`src/rtl/sparse_match_scanner.sv`:
```
// rtl/sparse_match_scanner.sv - ANDs an IFM/filter bitmap pair and walks matches lowest-first with compressed offsets
module sparse_match_scanner #(
  parameter int MAP_W = 128,
  parameter int IDX_W = $clog2(MAP_W),
  parameter int CNT_W = $clog2(MAP_W + 1)
) (
  input  logic             clk_i,
  input  logic             rst_i,
  input  logic             load_valid_i,
  output logic             load_ready_o,
  input  logic [MAP_W-1:0] ifm_map_i,
  input  logic [MAP_W-1:0] fil_map_i,
  input  logic             clear_i,
  output logic             idx_valid_o,
  input  logic             idx_ready_i,
  output logic [IDX_W-1:0] idx_o,
  output logic [IDX_W-1:0] ifm_ofs_o,
  output logic [IDX_W-1:0] fil_ofs_o,
  output logic             last_o,
  output logic             empty_o,
  output logic [CNT_W-1:0] match_cnt_o
);

  typedef enum logic {
    ST_IDLE = 1'b0,
    ST_SCAN = 1'b1
  } state_t;

  state_t           r_state;
  state_t           w_state_nxt;

  // Captured bitmaps stay put for the whole scan so offsets can be derived
  // from them; r_rem holds the matches not yet handed out.
  logic [MAP_W-1:0] r_ifm;
  logic [MAP_W-1:0] r_fil;
  logic [MAP_W-1:0] r_rem;
  logic [CNT_W-1:0] r_match_cnt;
  logic             r_empty;

  logic [MAP_W-1:0] w_and;
  logic [CNT_W-1:0] w_and_cnt;
  logic [IDX_W-1:0] w_idx;
  logic [MAP_W-1:0] w_idx_onehot;
  logic [MAP_W-1:0] w_below_mask;
  logic [IDX_W-1:0] w_ifm_ofs;
  logic [IDX_W-1:0] w_fil_ofs;
  logic             w_last;
  logic             w_load_fire;
  logic             w_hs;

  assign w_and = ifm_map_i & fil_map_i;

  // Match count of the incoming pair, registered on load.
  always_comb begin
    w_and_cnt = '0;
    for (int k = 0; k < MAP_W; k++) begin
      w_and_cnt = w_and_cnt + CNT_W'(w_and[k]);
    end
  end

  // Priority encoder: position of the lowest remaining match (0 when none).
  always_comb begin
    w_idx = '0;
    for (int k = MAP_W - 1; k >= 0; k--) begin
      if (r_rem[k]) begin
        w_idx = IDX_W'(k);
      end
    end
  end

  assign w_idx_onehot = MAP_W'(1) << w_idx;
  assign w_below_mask = w_idx_onehot - MAP_W'(1);
  assign w_last       = (r_rem != '0) && ((r_rem & (r_rem - MAP_W'(1))) == '0);

  // Prefix popcounts below the current match give the compressed-buffer addresses.
  always_comb begin
    w_ifm_ofs = '0;
    w_fil_ofs = '0;
    for (int k = 0; k < MAP_W; k++) begin
      w_ifm_ofs = w_ifm_ofs + IDX_W'(r_ifm[k] & w_below_mask[k]);
      w_fil_ofs = w_fil_ofs + IDX_W'(r_fil[k] & w_below_mask[k]);
    end
  end

  // State register.
  always_ff @(posedge clk_i or posedge rst_i) begin
    if (rst_i) begin
      r_state <= ST_IDLE;
    end else begin
      r_state <= w_state_nxt;
    end
  end

  // Next state and handshake decode; clear wins over load and handshake.
  always_comb begin
    w_state_nxt  = r_state;
    load_ready_o = 1'b0;
    idx_valid_o  = 1'b0;
    w_load_fire  = 1'b0;
    w_hs         = 1'b0;
    case (r_state)
      ST_IDLE: begin
        load_ready_o = 1'b1;
        w_load_fire  = load_valid_i & ~clear_i;
        if (w_load_fire && (w_and != '0)) begin
          w_state_nxt = ST_SCAN;
        end
      end
      ST_SCAN: begin
        idx_valid_o = 1'b1;
        w_hs        = idx_ready_i & ~clear_i;
        if (w_hs && w_last) begin
          w_state_nxt = ST_IDLE;
        end
      end
      default: begin
        w_state_nxt = ST_IDLE;
      end
    endcase
    if (clear_i) begin
      w_state_nxt = ST_IDLE;
    end
  end

  // Datapath registers: capture on load, retire one match per handshake.
  always_ff @(posedge clk_i or posedge rst_i) begin
    if (rst_i) begin
      r_ifm       <= '0;
      r_fil       <= '0;
      r_rem       <= '0;
      r_match_cnt <= '0;
      r_empty     <= 1'b0;
    end else begin
      r_empty <= w_load_fire && (w_and == '0);
      if (clear_i) begin
        r_rem <= '0;
      end else if (w_load_fire) begin
        r_ifm       <= ifm_map_i;
        r_fil       <= fil_map_i;
        r_rem       <= w_and;
        r_match_cnt <= w_and_cnt;
      end else if (w_hs) begin
        r_rem <= r_rem & ~w_idx_onehot;
      end
    end
  end

  assign idx_o       = w_idx;
  assign ifm_ofs_o   = w_ifm_ofs;
  assign fil_ofs_o   = w_fil_ofs;
  assign last_o      = w_last;
  assign empty_o     = r_empty;
  assign match_cnt_o = r_match_cnt;

endmodule
```
`config.mk`:
```
export PLATFORM = sky130hd
export DESIGN_NAME = sparse_match_scanner
export DESIGN_NICKNAME = d
export VERILOG_FILES = /design/src/rtl/sparse_match_scanner.sv
export SDC_FILE = /design/constraint.sdc
export NUM_CORES = 2
export LEC_CHECK = 0
export ABC_AREA = 1
export BUFFER_PORTS_ARGS = -buffer_cell sky130_fd_sc_hd__buf_2
export CAP_MARGIN = 20
export CORE_ASPECT_RATIO = 0.5
export CORE_MARGIN = 2
export CORE_UTILIZATION = 45
export CTS_CLUSTER_SIZE = 24
export DETAILED_ROUTE_END_ITERATION = 6
export GPL_TIMING_DRIVEN = 1
export PLACE_DENSITY = 0.6
export SYNTH_ARGS = -nofsm -noshare
export SYNTH_HDL_FRONTEND = slang
export SYNTH_SLANG_ARGS = --single-unit
```
`constraint.sdc`:
```
create_clock -name clk_i -period 22.6 [get_ports clk_i]
set_input_delay 3.39 -clock clk_i [delete_from_list [all_inputs] [get_ports clk_i]]
set_output_delay 3.39 -clock clk_i [all_outputs]
set_load 0.01 [all_outputs]
```
======== Word-level counts from Yosys, hierarchy flattened ========
Cells that the tools add are included.
storage, ports and cells
  input port bits ......................... 261
  logic and storage cells ................. 803
  output and inout bits ................... 33
  bits in registers ....................... 394
cells by class
  add/subtract/negate cells ............... 383
  bitwise gates (word level) .............. 264
  mux-type cells .......................... 139
  shifts and indexed selects .............. 1
  reductions and logical operators ........ 10
operator list
  operator                   count
  $add A7 B1 Y7              242
  $add A8 B1 Y8              120
  $mux W7                    128
  $and A128 B128 Y128        3
  $mux W128                  3
  $and A1 B1 Y1              258
  $logic_not A128 Y1         2
  $reduce_bool A128 Y1       2
  $sub A128 B1 Y128 const B  2
  $not A128 Y128             1
  $shl A1 B7 Y128 const A    1
  $add A6 B1 Y7              3
  $add A5 B1 Y6              3
  $add A4 B1 Y5              3
  $add A3 B1 Y4              3
  $add A2 B1 Y3              3
  $add A7 B1 Y8              1
  $mux W1                    7
  $add A1 B1 Y2              3
  $logic_and A1 B1 Y1        4
  $reduce_bool A3 Y1         1
  $not A1 Y1                 2
  $pmux W1 S2                1
  $reduce_and A2 Y1          1

======== Depth between registers and ports, before layout ========
  depth in word-level cells ............... 258
  depth in mapped cells ................... 168
  gate-level depth less buffers ........... 168

======== Worst setup path after synthesis ========
Ideal clock, no wire load.
  kind .................................... register -> output
  from .................................... register r_rem[126]
  to ...................................... output fil_ofs_o[6]
  path slack .............................. 5,347 ps
  required time ........................... 19,210 ps
  buffers on the path ..................... 0
  cell stages (with the launch flop) ...... 166
  arrival ................................. 13,863 ps
  cell sequence ........................... dfrtp_1 -> inv_2 -> nand2_1 -> nand2_1 -> nand2_1 -> nand2_1 -> nand2_1 -> nand2_1 -> nand2_1 -> nand2_1 -> nand2_1 -> nand2_1 -> nand2_1 -> nand2_1 -> nand2_1 -> nand2_1 -> nand2_1 -> nand2_1 -> (+130 left out) -> inv_1 -> fa_1 -> inv_1 -> fa_1 -> fa_1 -> fa_1 -> inv_1 -> fa_1 -> ha_1 -> fa_1 -> a21oi_1 -> nor2_1 -> nor2_1 -> nor2_1 -> nor2_1 -> nor2_1 -> nor2_1 -> xor2_1
between the ends
  word-level cells in the longest chain between the ends .. 257
  elaborated cells between the ends (all ways) .. 384
  those cells by class .................... add/sub: 128; shift: 1; mux: 127; bitwise: 128
ends and longest elaborated chain
  element                        RTL line  text
  from (decl)                    36        logic [MAP_W-1:0] r_rem;
  from (signal assigned)         140       r_rem <= w_and;
  from (signal assigned)         143       r_rem <= r_rem & ~w_idx_onehot;
  $mux W7 * (127 in series)      65        if (r_rem[k]) begin
  $shl A1 B7 Y128 *              71        assign w_idx_onehot = MAP_W'(1) << w_idx;
  $sub A128 B1 Y128 *            72        assign w_below_mask = w_idx_onehot - MAP_W'(1);
  $and A1 B1 Y1                  81        w_fil_ofs = w_fil_ofs + IDX_W'(r_fil[k] & w_below_mask[k]);
  $add A1 B1 Y2                  81
  $add A2 B1 Y3                  81
  $add A3 B1 Y4                  81
  $add A4 B1 Y5                  81
  $add A5 B1 Y6                  81
  $add A6 B1 Y7                  81
  $add A7 B1 Y7 (120 in series)  81
  $add A7 B1 Y7 *                81
  to (decl)                      18        output logic [IDX_W-1:0] fil_ofs_o,
Every way passes the cells marked *; elsewhere a longest branch is shown, timed or not.

======== Worst setup path in the final report ========
  from .................................... register r_rem[97]
  to ...................................... output fil_ofs_o[6]
between the ends
  word-level cells in the longest chain between the ends .. 228
  elaborated cells between the ends (all ways) .. 355
  those cells by class .................... add/sub: 128; shift: 1; mux: 98; bitwise: 128
ends and longest elaborated chain
  element                        RTL line
  $mux W7 * (98 in series)       65
  $shl A1 B7 Y128 *              71
  $sub A128 B1 Y128 *            72
  $and A1 B1 Y1                  81
  $add A1 B1 Y2                  81
  $add A2 B1 Y3                  81
  $add A3 B1 Y4                  81
  $add A4 B1 Y5                  81
  $add A5 B1 Y6                  81
  $add A6 B1 Y7                  81
  $add A7 B1 Y7 (120 in series)  81
  $add A7 B1 Y7 *                81
Marks and branches as above.

==> metrics.cfg <==
[run_status]
status = finished clean

[sta]
maxSlewViolCount = 0
slew_headroom = 0.255
period_share = 0.940
post-route-min-period_ps = 21240
finalSetupViolations = 0
rsz0062_at_grt = false
tns_ps = 0
fmax_mhz = 47.1
worst_pin_slew_ps = 1120
skew_ps = 30.3
finalHoldViolCount = 0

[global_route]
grt_pass1_vias = 38500
antenna_found_initial = 8
grt_start_max_net_pins = 131
overflow = 0
grt.total_usage = 0.470
grt_pass1_wl_mm = 287

[route]
drc = 0
initialDrtViolationCount = 6805
vias_per_cell = 6.10
final_antenna_net_count = 0
routedWlPerCell_um = 30.6
drt_wl_total_mm = 207
via_count = 41300
firstDrtPassIters = 6

[clocking]
root_buffer = clkbuf_16
cts_tree = built
h-tree-depth = 2
cts.clk_slew.worst_paths_ps = 70
cts-hold-fix-buffers = 0
clockBufferDepth = 3
worst_skew_pair.late_latency_ps = 670
cts.sinks = 392
cts_buffers = 40

[worst_setup_path]
critPathMaxStageDelay_ps = 700
path_class = register to primary output
critPathArrivalTime_ps = 17850
crit_path_top_delay_cell = nand4_1
cp-end-kind = primary output
start_kind = register
path_max_fanout = 39
cp_common_cell = nand3_1
cp.required_ps = 19210
cpLargestDelayFamily = simple AND/OR/NAND/NOR gates
crit_buf_inv = 12

[final_layout]
final_cell_mix = nand2_1, inv_1, nor2_1, dfrtp_1, fa_1
layout-drive-gt1-share = 0.0935
syn_to_final_growth_pct = 10.5
final_cells = 6770
final_core_util = 0.503
final_common_cell = nand2_1
nNetsFinal = 6295

[logic_synthesis]
ys_warn_count = 0
ys_seq_area_frac = 0.257
syn_area_um2 = 38200
ys_types = 62
synth-edff-count = 0
syn-instance-count = 5424
ys_seq_elements = 392
synthArstFlopShare = 1.00
yosys.area.top_type = dfrtp_1
synthFlopType = dfrtp_1
synth_area_per_cell_um2 = 7.04
yosysTopAreaCellShare = 0.257
synthTopCellsByArea = dfrtp_1, fa_1, nand2_1

[min_path]
hold_class = register to register

[floorplan]
fp.dieW_um = 416
core-area_um2 = 83900
start_util = 0.455
die_h_um = 210
rows = 75
die-area_um2 = 87300
boundaryPins = 294

[place]
dp_hpwl_mm = 173
place_congestion = 1.12
port_buffers = 293
dp.cells = 6685

[flow_run]
cap_violations = 0

-- routing by layer --
layer  vias up  share of wire  wire length, um  GRT usage
li1      17500              -                -          -
met1     20400           0.41            85800      0.664
met2      2910           0.37            75900      0.593
met3       446           0.17            36300      0.251
met4        14          0.045             9390      0.173
met5         -        0.00042               87          0
-- sequential cells by signal (all words and copies together), names as in the netlist --
| register | cells |
|---|---|
| empty_o | 1 |
| r_state | 1 |
| r_ifm | 127 |
| r_rem | 128 |
| match_cnt_o | 8 |
| r_fil | 127 |
-- timing repair --
| action | 4_1_cts | 5_1_grt |
|---|---|---|
| setup buffers | 0 | 2 |
| resized for setup | 0 | 4 |
| setup endpoints to repair | 0 | 2 |
-- cells in the mapped netlist, types with 64 or more instances --
master / number
o221ai_1: 68
ha_1: 75
dfrtp_1: 392
inv_1: 997
o21ai_0: 237
nand2_1: 1393
nor3_1: 64
clkbuf_1: 154
nor2_1: 667
fa_1: 345
a21oi_1: 79
nand3_1: 288
nand4_1: 306
-- worst min-delay path, stage by stage (launching register included) --
cell and delay, ps:
dfrtp_1 350, nand2_1 50, o21ai_0 60
-- worst paths after layout --
kind                       cells past startpoint      startpoint  slack [ps]              to
setup / recovery                              77       r_rem[97]        1360    fil_ofs_o[6]
hold / removal                                 2  match_cnt_o[6]         490  match_cnt_o[6]
setup reg to reg                              53       r_rem[97]       11880         r_state
hold reg to reg                                2  match_cnt_o[6]         490  match_cnt_o[6]
max in group asynchronous                      4           rst_i       17390       r_ifm[57]
min in group asynchronous                      2           rst_i        2800        r_ifm[4]
-- metrics by stage --
step	setup WS, ps	hold WS, ps	instance area [um^2]
2_1_floorplan	5350	441	38200
3_3_place_gp	1930	464	40700
3_5_place_dp	2140	467	40700
4_1_cts	1380	486	42100
5_1_grt	31.4	503	42200
6_report	1360	488	42200
-- cell families (layout without fill, tap and decap cells) --
group / count (synthesis) / after routing / synth area share
other cells: 1 / 10 / 0.0000983
fa+ha+maj: 420 / 420 / 0.206
xor+xnor: 47 / 47 / 0.0108
simple gates: 2875 / 2875 / 0.331
flops: 392 / 392 / 0.257
buf+inv: 1212 / 1433 / 0.120
compound gates: 477 / 477 / 0.0757
-- layout make-up --
| cell class | count | area (um^2) |
|---|---|---|
| Clock buffer | 51 | 1100 |
| Clock inverter | 23 | 298 |
| Sequential cell | 392 | 9810 |
| Tap cell | 1116 | 1400 |
| Timing Repair Buffer | 338 | 1820 |
| Multi-Input combinational cell | 3821 | 23900 |
| Inverter | 1021 | 3850 |
| Fill cell | 8606 | 41700 |
| Antenna cell | 8 | 20.0 |
Power is not shown: default switching activity piles up to over one toggle a cycle in this logic, so the estimate is an artifact.
